File: src/rtl/tm_pkg.sv
// Shared symbols, move encoding and FSM states for the Turing-machine tape unit.
package tm_pkg;

   localparam logic [7:0] BLANK  = 8'h00;
   localparam logic [7:0] LPAREN = 8'h28;
   localparam logic [7:0] RPAREN = 8'h29;
   localparam logic [7:0] SYM_F  = 8'h46;
   localparam logic [7:0] SYM_T  = 8'h54;

   localparam logic MOVE_R = 1'b0;
   localparam logic MOVE_L = 1'b1;

   typedef enum logic [1:0] {
      IDLE,
      FIRST,
      RUN,
      DONE
   } tm_state_e;

endpackage

File: src/rtl/tm_tape_mem.sv
// Tape storage: DEPTH x 8 flop array with async clear, one write port and
// two combinational read ports. Out-of-range addresses read as blank.
module tm_tape_mem
   import tm_pkg::*;
#(
   parameter int DEPTH = 32,
   parameter int AW    = $clog2(DEPTH)
) (
   input  logic          clk,
   input  logic          reset,
   input  logic          we,
   input  logic [AW-1:0] waddr,
   input  logic [7:0]    wdata,
   input  logic [AW-1:0] raddr_a,
   output logic [7:0]    rdata_a,
   input  logic [AW-1:0] raddr_b,
   output logic [7:0]    rdata_b
);

   logic [7:0] cells [DEPTH];

   // NOTE: the tape must read blank straight after reset, so every cell is
   // cleared here; this forces a flop array rather than a RAM macro.
   always_ff @(posedge clk or posedge reset) begin
      if (reset) begin
         for (int i = 0; i < DEPTH; i++) begin
            cells[i] <= BLANK;
         end
      end else if (we && (32'(waddr) < DEPTH)) begin
         // NOTE: sequential state uses non-blocking assignments so every
         // flop samples pre-edge values regardless of process order.
         cells[waddr] <= wdata;
      end
   end

   assign rdata_a = (32'(raddr_a) < DEPTH) ? cells[raddr_a] : BLANK;
   assign rdata_b = (32'(raddr_b) < DEPTH) ? cells[raddr_b] : BLANK;

endmodule

File: src/rtl/tm_tape.sv
// Tape and head unit for the Turing-machine lab; owns the controller reset.
// Optional step budget enabled by defining TM_TAPE_STEP_LIMIT_EN.
module tm_tape
   import tm_pkg::*;
#(
   parameter int DEPTH     = 32,
   parameter int AW        = $clog2(DEPTH),
   parameter int MAX_STEPS = 1000
) (
   input  logic          clk,
   input  logic          reset,
   input  logic          load_en,
   input  logic [AW-1:0] load_addr,
   input  logic [7:0]    load_data,
   input  logic          start,
   input  logic [AW-1:0] start_head,
   output logic          tm_reset,
   output logic [7:0]    tm_datain,
   input  logic [7:0]    tm_dataout,
   input  logic          tm_move,
   input  logic          tm_halt,
   input  logic [AW-1:0] rd_addr,
   output logic [7:0]    rd_data,
   output logic [AW-1:0] head,
   output logic          busy,
   output logic          done,
   output logic          overflow,
   output logic          timeout,
   output logic [15:0]   steps
);

`ifdef TM_TAPE_STEP_LIMIT_EN
   localparam bit LIMIT_EN = 1'b1;
`else
   localparam bit LIMIT_EN = 1'b0;
`endif

   localparam logic [AW-1:0] HEAD_MAX  = AW'(DEPTH - 1);
   localparam logic [15:0]   STEP_LAST = 16'(MAX_STEPS - 1);

   tm_state_e     state, state_next;
   logic [AW-1:0] head_q, nh, tape_addr, mem_waddr;
   logic [15:0]   steps_q;
   logic          done_q, overflow_q, timeout_q;
   logic          off_end, limit_hit;
   logic          mem_we;
   logic [7:0]    mem_wdata, tape_sym;
   logic          do_start, do_move, set_done, set_overflow, set_timeout;

   // Candidate head position for this RUN cycle and whether it leaves the tape.
   always_comb begin
      // NOTE: every always_comb output gets a default first so no path can
      // leave it unassigned and infer a latch.
      nh      = head_q + AW'(1);
      off_end = (head_q == HEAD_MAX);
      if (tm_move == MOVE_L) begin
         nh      = head_q - AW'(1);
         off_end = (head_q == '0);
      end
   end

   assign limit_hit = LIMIT_EN && (steps_q == STEP_LAST);

   always_ff @(posedge clk or posedge reset) begin
      if (reset) state <= IDLE;
      else       state <= state_next;
   end

   always_comb begin
      state_next   = state;
      tm_datain    = BLANK;
      tape_addr    = head_q;
      mem_we       = 1'b0;
      mem_waddr    = load_addr;
      mem_wdata    = load_data;
      do_start     = 1'b0;
      do_move      = 1'b0;
      set_done     = 1'b0;
      set_overflow = 1'b0;
      set_timeout  = 1'b0;
      case (state)
         IDLE, DONE: begin
            mem_we = load_en;
            if (start) begin
               do_start   = 1'b1;
               state_next = FIRST;
            end
         end
         FIRST: begin
            tm_datain  = tape_sym;
            state_next = RUN;
         end
         RUN: begin
            // Read ahead at the post-move cell so the controller sees it at the same edge.
            tape_addr = nh;
            tm_datain = tape_sym;
            mem_we    = 1'b1;
            mem_waddr = head_q;
            mem_wdata = tm_dataout;
            if (tm_halt) begin
               set_done   = 1'b1;
               state_next = DONE;
            end else if (off_end) begin
               set_overflow = 1'b1;
               set_done     = 1'b1;
               state_next   = DONE;
            end else begin
               do_move = 1'b1;
               if (limit_hit) begin
                  set_timeout = 1'b1;
                  set_done    = 1'b1;
                  state_next  = DONE;
               end
            end
         end
         default: state_next = IDLE;
      endcase
   end

   always_ff @(posedge clk or posedge reset) begin
      if (reset) begin
         head_q     <= '0;
         steps_q    <= '0;
         done_q     <= 1'b0;
         overflow_q <= 1'b0;
         timeout_q  <= 1'b0;
      end else if (do_start) begin
         head_q     <= start_head;
         steps_q    <= '0;
         done_q     <= 1'b0;
         overflow_q <= 1'b0;
         timeout_q  <= 1'b0;
      end else if (state == RUN) begin
         if (steps_q != 16'hFFFF) steps_q <= steps_q + 16'd1;
         if (do_move)      head_q     <= nh;
         if (set_done)     done_q     <= 1'b1;
         if (set_overflow) overflow_q <= 1'b1;
         if (set_timeout)  timeout_q  <= 1'b1;
      end
   end

   tm_tape_mem #(
      .DEPTH (DEPTH),
      .AW    (AW)
   ) u_mem (
      .clk     (clk),
      .reset   (reset),
      .we      (mem_we),
      .waddr   (mem_waddr),
      .wdata   (mem_wdata),
      .raddr_a (tape_addr),
      .rdata_a (tape_sym),
      .raddr_b (rd_addr),
      .rdata_b (rd_data)
   );

   assign busy     = (state == FIRST) || (state == RUN);
   assign tm_reset = !busy;
   assign head     = head_q;
   assign steps    = steps_q;
   assign done     = done_q;
   assign overflow = overflow_q;
   assign timeout  = timeout_q;

endmodule
File: config.mk
export PLATFORM = sky130hd
export DESIGN_NAME = tm_tape
export DESIGN_NICKNAME = d
export VERILOG_FILES = /design/src/rtl/tm_pkg.sv /design/src/rtl/tm_tape_mem.sv /design/src/rtl/tm_tape.sv
export SDC_FILE = /design/constraint.sdc
export NUM_CORES = 1
export LEC_CHECK = 0
export BUFFER_PORTS_ARGS = -buffer_cell sky130_fd_sc_hd__buf_2
export CAP_MARGIN = 20
export CORE_UTILIZATION = 62
export DETAILED_ROUTE_END_ITERATION = 7
export GPL_TIMING_DRIVEN = 1
export PLACE_DENSITY_LB_ADDON = 0.25
export SKIP_CTS_REPAIR_TIMING = 1
export SYNTH_ARGS = -nofsm -noshare
export SYNTH_HDL_FRONTEND = slang
export SYNTH_SLANG_ARGS = --single-unit
File: constraint.sdc
create_clock -name clk -period 8.7 [get_ports clk]
set_clock_uncertainty 0.15 [all_clocks]
set_input_delay 0 -clock clk [delete_from_list [all_inputs] [get_ports clk]]
set_output_delay 0 -clock clk [all_outputs]
set_load 0.01 [all_outputs]
Word level (Yosys, flattened, before mapping). Index checks and enable logic that the tools add are counted.

Memories: 0. Latch bits: 0. Bits in registers: 282. Input bits: 37. Output and inout bits: 42. Memory bits (writable): 0. Memory bits (read-only): 0. Word-level logic and storage cells: 115.

Order comparisons: 4. Reduce and logical (&&, ||, !) cells: 17. Divide/modulo/power cells: 0. Eq/ne operators: 7. Multiplexer cells: 43. Multipliers: 0. Shifts and indexed selects: 0. $add $sub $neg: 3. Bitwise gates (word level): 3.

Operator list (number): bitwise mux 256 bit (1); binary-select mux 8 bit (select 5 bit) (2); 2-to-1 mux 8 bit (7); 2-to-1 mux 16 bit (3); demux 8 bit (select 5 bit) (1); 2-to-1 mux 5 bit (6); >= comparator 6 bit (second input constant) (3); 2-to-1 mux 1 bit (18); inverter 5 -> 6 bit (3); adder 16 x 1 -> 16 bit (second input constant) (1); != test 16 bit (second input constant) (1); AND reduction 2 bit (5); nonzero test 2 bit (5); < comparator 6 x 1 -> 1 bit (second input constant) (1); 2-to-1 mux 2 bit (3); one-hot mux 2 bit (3 select lines) (1); adder 5 x 1 -> 5 bit (second input constant) (1); == test 5 bit (second input constant) (1); zero test 5 bit (1); subtractor 5 x 1 -> 5 bit (second input constant) (1); == test 2 bit (second input constant) (2); OR reduction 2 bit (2); != test 3 bit (second input constant) (1); == test 2 x 1 -> 1 bit (second input constant) (1); other kinds (6) (6).

Depth between registers and ports, before layout.
Depth after elaboration: 8. Depth in mapped cells: 12.

By module. A second synthesis with hierarchy kept.

Cell total of the unflattened synthesis: 1003. Area, all modules: 15444.8 um^2.

Modules (own cells, without submodules): tm_tape_mem (sequential area each 6406.1 um^2, area an instance 13656.8 um^2, cells each 807, instances 1); tm_tape (sequential area each 625.6 um^2, area an instance 1788.0 um^2, cells each 196, instances 1).

Worst setup path after synthesis. Ideal clock, no wire load.

Path type: flip-flop to output port. From: register head_q[1], in the netlist head[1]. To: output tm_datain[0]. Stages on the path, launching flop included: 8. Arrival: 2641 ps. Slack: 5909 ps. Path buffers: 1. Required time: 8550 ps. Cells stage by stage: dfrtp_1 fa_1 mux2i_4 buf_6 mux4_2 mux2i_1 o22ai_1 or2_1.

Cells in the longest elaborated chain, start to end: 8.

Ends and longest elaborated chain: start: declaration (RTL line tm_tape.sv:42) `logic [AW-1:0] head_q, nh, tape_addr, mem_waddr;`; start signal: assignment (RTL line tm_tape.sv:128) `head_q <= start_head;`; start signal: assignment (RTL line tm_tape.sv:135) `if (do_move) head_q <= nh;`; adder 5 x 1 -> 5 bit / subtractor 5 x 1 -> 5 bit (equally long branches) (RTL line tm_tape.sv:54, tm_tape.sv:57); 2-to-1 mux 5 bit (RTL line tm_tape.sv:56) `if (tm_move == MOVE_L) begin`; 2-to-1 mux 5 bit (*) (RTL line tm_tape.sv:81) `case (state)`; inverter 5 -> 6 bit (implied by the code) (*) (RTL line tm_tape_mem.sv:36) `assign rdata_a = (32'(raddr_a) < DEPTH) ? cells[raddr_a] : BLANK;`; binary-select mux 8 bit (select 5 bit) (*) (RTL line tm_tape_mem.sv:36); 2-to-1 mux 8 bit (implied by the code) (*) (2 in a row) (RTL line tm_tape_mem.sv:36); 2-to-1 mux 8 bit (*) (RTL line tm_tape.sv:81); end: declaration (RTL line tm_tape.sv:18) `output logic [7:0] tm_datain,`.

Every way passes the cells marked *; elsewhere a longest branch is shown, timed or not. The select of a mux whose other input is x is not followed.

Worst setup path in the final report.
From: register state[0]. To: output tm_datain[2].

Cells in the longest elaborated chain, start to end: 7.

Ends and longest elaborated chain: start: declaration (RTL line tm_tape.sv:41) `tm_state_e state, state_next;`; start signal: assignment (RTL line tm_tape.sv:66) `else state <= state_next;`; == test 2 bit (RTL line tm_tape.sv:81); 2-to-1 mux 5 bit (RTL line tm_tape.sv:81); inverter 5 -> 6 bit (implied by the code) (RTL line tm_tape_mem.sv:36); binary-select mux 8 bit (select 5 bit) (RTL line tm_tape_mem.sv:36); 2-to-1 mux 8 bit (implied by the code) (2 in a row) (RTL line tm_tape_mem.sv:36); 2-to-1 mux 8 bit (*) (RTL line tm_tape.sv:81).

Marked as above.

==> impl_metrics.csv <==
group,metric,value,unit
finish,drive_gt1_frac,0.218,
worst_setup_path,cp_top_family,"buffers and inverters",
timing,setup-tns-final,0,ns
finish,regArea,7030,um2
placed_design,place_area,15500,um2
grt,grt_pass1_vias,11000,
route,avgViaCountPerCell,6.70,
clock_tree,htreeDepth,1,
worst_setup_path,rr_worst_depth,7,
clock_tree,clk_latency,0.56,ns
placed_design,dp_hpwl,26000,um
synthesis,synth_cells,1326,
synthesis,ys_async_sr_fraction,1.00,
floorplan,start_util,0.637,
worst_setup_path,required,8.55,ns
finish,multiInputGateArea,7450,um2
synthesis,ys_warn_count,0,
grt,grt_max_degree,129,
timing,max_slew.worst_pin.slew,0.996,ns
route,firstDrtPassIters,5,
clock_tree,cts.sinks,281,
hold_path,min_path_type,"in2async",
clock_tree,clkTransAtPathRegs,0.06,ns
floorplan,placementRows,56,
worst_setup_path,worstSetupPathType,"reg2out",
worst_setup_path,arrival,4.73,ns
outcome,status,"finished clean",
worst_setup_path,path_common_cell,"buf_4",
floorplan,io_pins,79,
route,post_drt_wl_per_cell,24.6,um
route,antenna_left,0,
clock_tree,tritoncts,"done",
worst_setup_path,path_cells,"inv_1 > ha_2 > mux2i_4 > buf_4 > buf_4 > mux4_2 > mux2i_1 > o22ai_1 > or2_1 > buf_2",
power_and_ir_drop,p_leak,0.00743,uW
grt,gr-total-overflow,0,
timing,rsz0062_at_grt,"no",
floorplan,die_h,158,um
power_and_ir_drop,ir_drop,0.253,mV
worst_setup_path,cp_slowest_cell,"ha_2",
finish,most-common-layout-cells,"dfrtp_1 (281), nand2_1 (254), o21ai_0 (232), mux4_2 (139), buf_2 (76)",
grt,grt_pass1_wl,64400,um
run,cap_violations,0,
floorplan,die-area,24900,um2
clock_tree,cts_root_buffer,"clkbuf_16",
placed_design,routabilityCongestion,0.848,
timing,setup_viol,0,
worst_setup_path,worstSetupEndpointType,"output pin",
timing,holdWs,0.0282,ns
finish,layout.nets,1426,
floorplan,fp.coreArea,23600,um2
worst_setup_path,cp_num_buf_inv,4,
timing,hold_viol_final,0,
route,drt-total-wl,42300,um
synthesis,synth_area,15000,um2
worst_setup_path,cp_max_fo,34,
floorplan,fp.dieW,158,um
power_and_ir_drop,power_density,382,nW/um2
grt,grt_util_all_layers,0.350,
grt,antenna_found_initial,0,
synthesis,synth_flop_cell,"dfrtp_1",
route,first_iter_violations,1215,
synthesis,syn-num-nets,1371,
finish,mostFrequentLayoutCell,"dfrtp_1",
timing,relSlewSlack,0.322,
worst_setup_path,rr_startpoint,"state[0]$_DFFE_PP0P_",
synthesis,yosysSeqAreaShare,0.468,
finish,final_cell_area,16800,um2
timing,max_freq,205,MHz
worst_setup_path,r2r-end,"u_mem.cells[114]$_DFFE_PP0P_",
worst_setup_path,regToRegSetupSlack,4.88,ns
synthesis,synth_edf_count,0,
clock_tree,cts.path.max_buffers,3,
placed_design,port-buffer-count,77,
worst_setup_path,cpPeakStageDelay,0.84,ns
finish,nFillCells,1623,
timing,period_share,0.561,
timing,maxSlewViolCount,0,
route,vias,11500,
worst_setup_path,cp-start-kind,"register",
synthesis,yosys.cell_types.count,51,
clock_tree,cts_buffers,29,
route,route.detailed.drc,0,
timing,fin_crit,4.88,ns
finish,antenna_cells,0,
synthesis,syn_area_per_cell,11.3,um2
synthesis,synth-seq-cells,281,
finish,syn2layout_area_growth,11.7,%
## cell type report
| cell class | instances | area share |
|---|---|---|
| Multi-Input combinational cell | 922 | 0.444 |
| Sequential cell | 281 | 0.419 |
| Timing Repair Buffer | 131 | 0.0554 |
| Clock buffer | 44 | 0.0501 |
| Tap cell | 319 | 0.0238 |
| Clock inverter | 8 | 0.00410 |
| Inverter | 16 | 0.00402 |
## cells by family after synthesis
| kind of cell | share of synthesized area |
|---|---|
| buffers and inverters | 0.0412 |
| XOR/XNOR | 0.0123 |
| flip-flops | 0.468 |
| other | 0.000249 |
| AO/OA/AOI/OAI | 0.111 |
| multiplexers | 0.257 |
| adder cells (fa/ha/maj) | 0.00716 |
| AND/OR/NAND/NOR | 0.104 |
## synthesized netlist by cell type, drive strengths merged (3+ instances only)
library cell  number  area (um2)
inv               16        60.1
a21oi             42         210
xnor2              7        80.1
and2               4        25.0
clkbuf            64         240
nand3             20         100
dfrtp            281        7030
nand2            254         953
and4               3        26.3
mux4             144        3260
mux2              11         124
mux2i             46         473
or2                8        50.1
a21o               3        22.5
nor2              69         259
and3               6        37.5
o21ai            235        1180
buf               43         319
nand4              8        50.1
o22ai             17         106
a31oi              3        18.8
nor3               4        20.0
xor2              12         105
ha                 7        87.6
## how the worst max path moves through the flow
stage	start	end	slack (ns)	cells after the start
after detailed placement	state[0]$_DFFE_PP0P_	tm_datain[2]	4.49	10
after global routing	state[0]$_DFFE_PP0P_	tm_datain[4]	3.63	10
final	state[0]$_DFFE_PP0P_	tm_datain[2]	3.82	10
after global placement	state[0]$_DFFE_PP0P_	tm_datain[7]	4.36	9
after CTS	state[0]$_DFFE_PP0P_	tm_datain[2]	3.87	10
after floorplan	reset	done$_DFFE_PP0P_	0.80	1
## stage by stage
step           power (uW)  std cells  utilization  setup WS [ns]
6_report             6420       1721        0.711           3.82
3_3_place_gp         4940       1629        0.654           4.36
4_1_cts              6290       1682        0.694           3.87
5_1_grt              6750       1721        0.711           3.63
2_1_floorplan        4320       1326            -          0.799
3_5_place_dp         5080       1630        0.655           4.49
## state kept, by name, indices dropped and copies added, names as in the netlist
signal,count
done,1
head,5
overflow,1
state,2
steps,16
u_mem.cells,256
## metal layers
metal | wire length, um | part of all wire | GRT usage
met1 | 16400 | 0.39 | 0.503
met2 | 19300 | 0.46 | 0.515
met3 | 4830 | 0.11 | 0.0966
met4 | 1860 | 0.044 | 0.131
met5 | 0 | 0 | 0
## report_power, final
group	switching (uW)	internal (uW)	total, uW
Combinational	1460	1410	2870
Sequential	494	1850	2340
Clock	515	693	1210
## worst min-delay path, delay by kind of cell
family	cells	cell delay (ns)
buf+inv	3	1.27
Note: power is estimated with default switching activity, not from simulation.
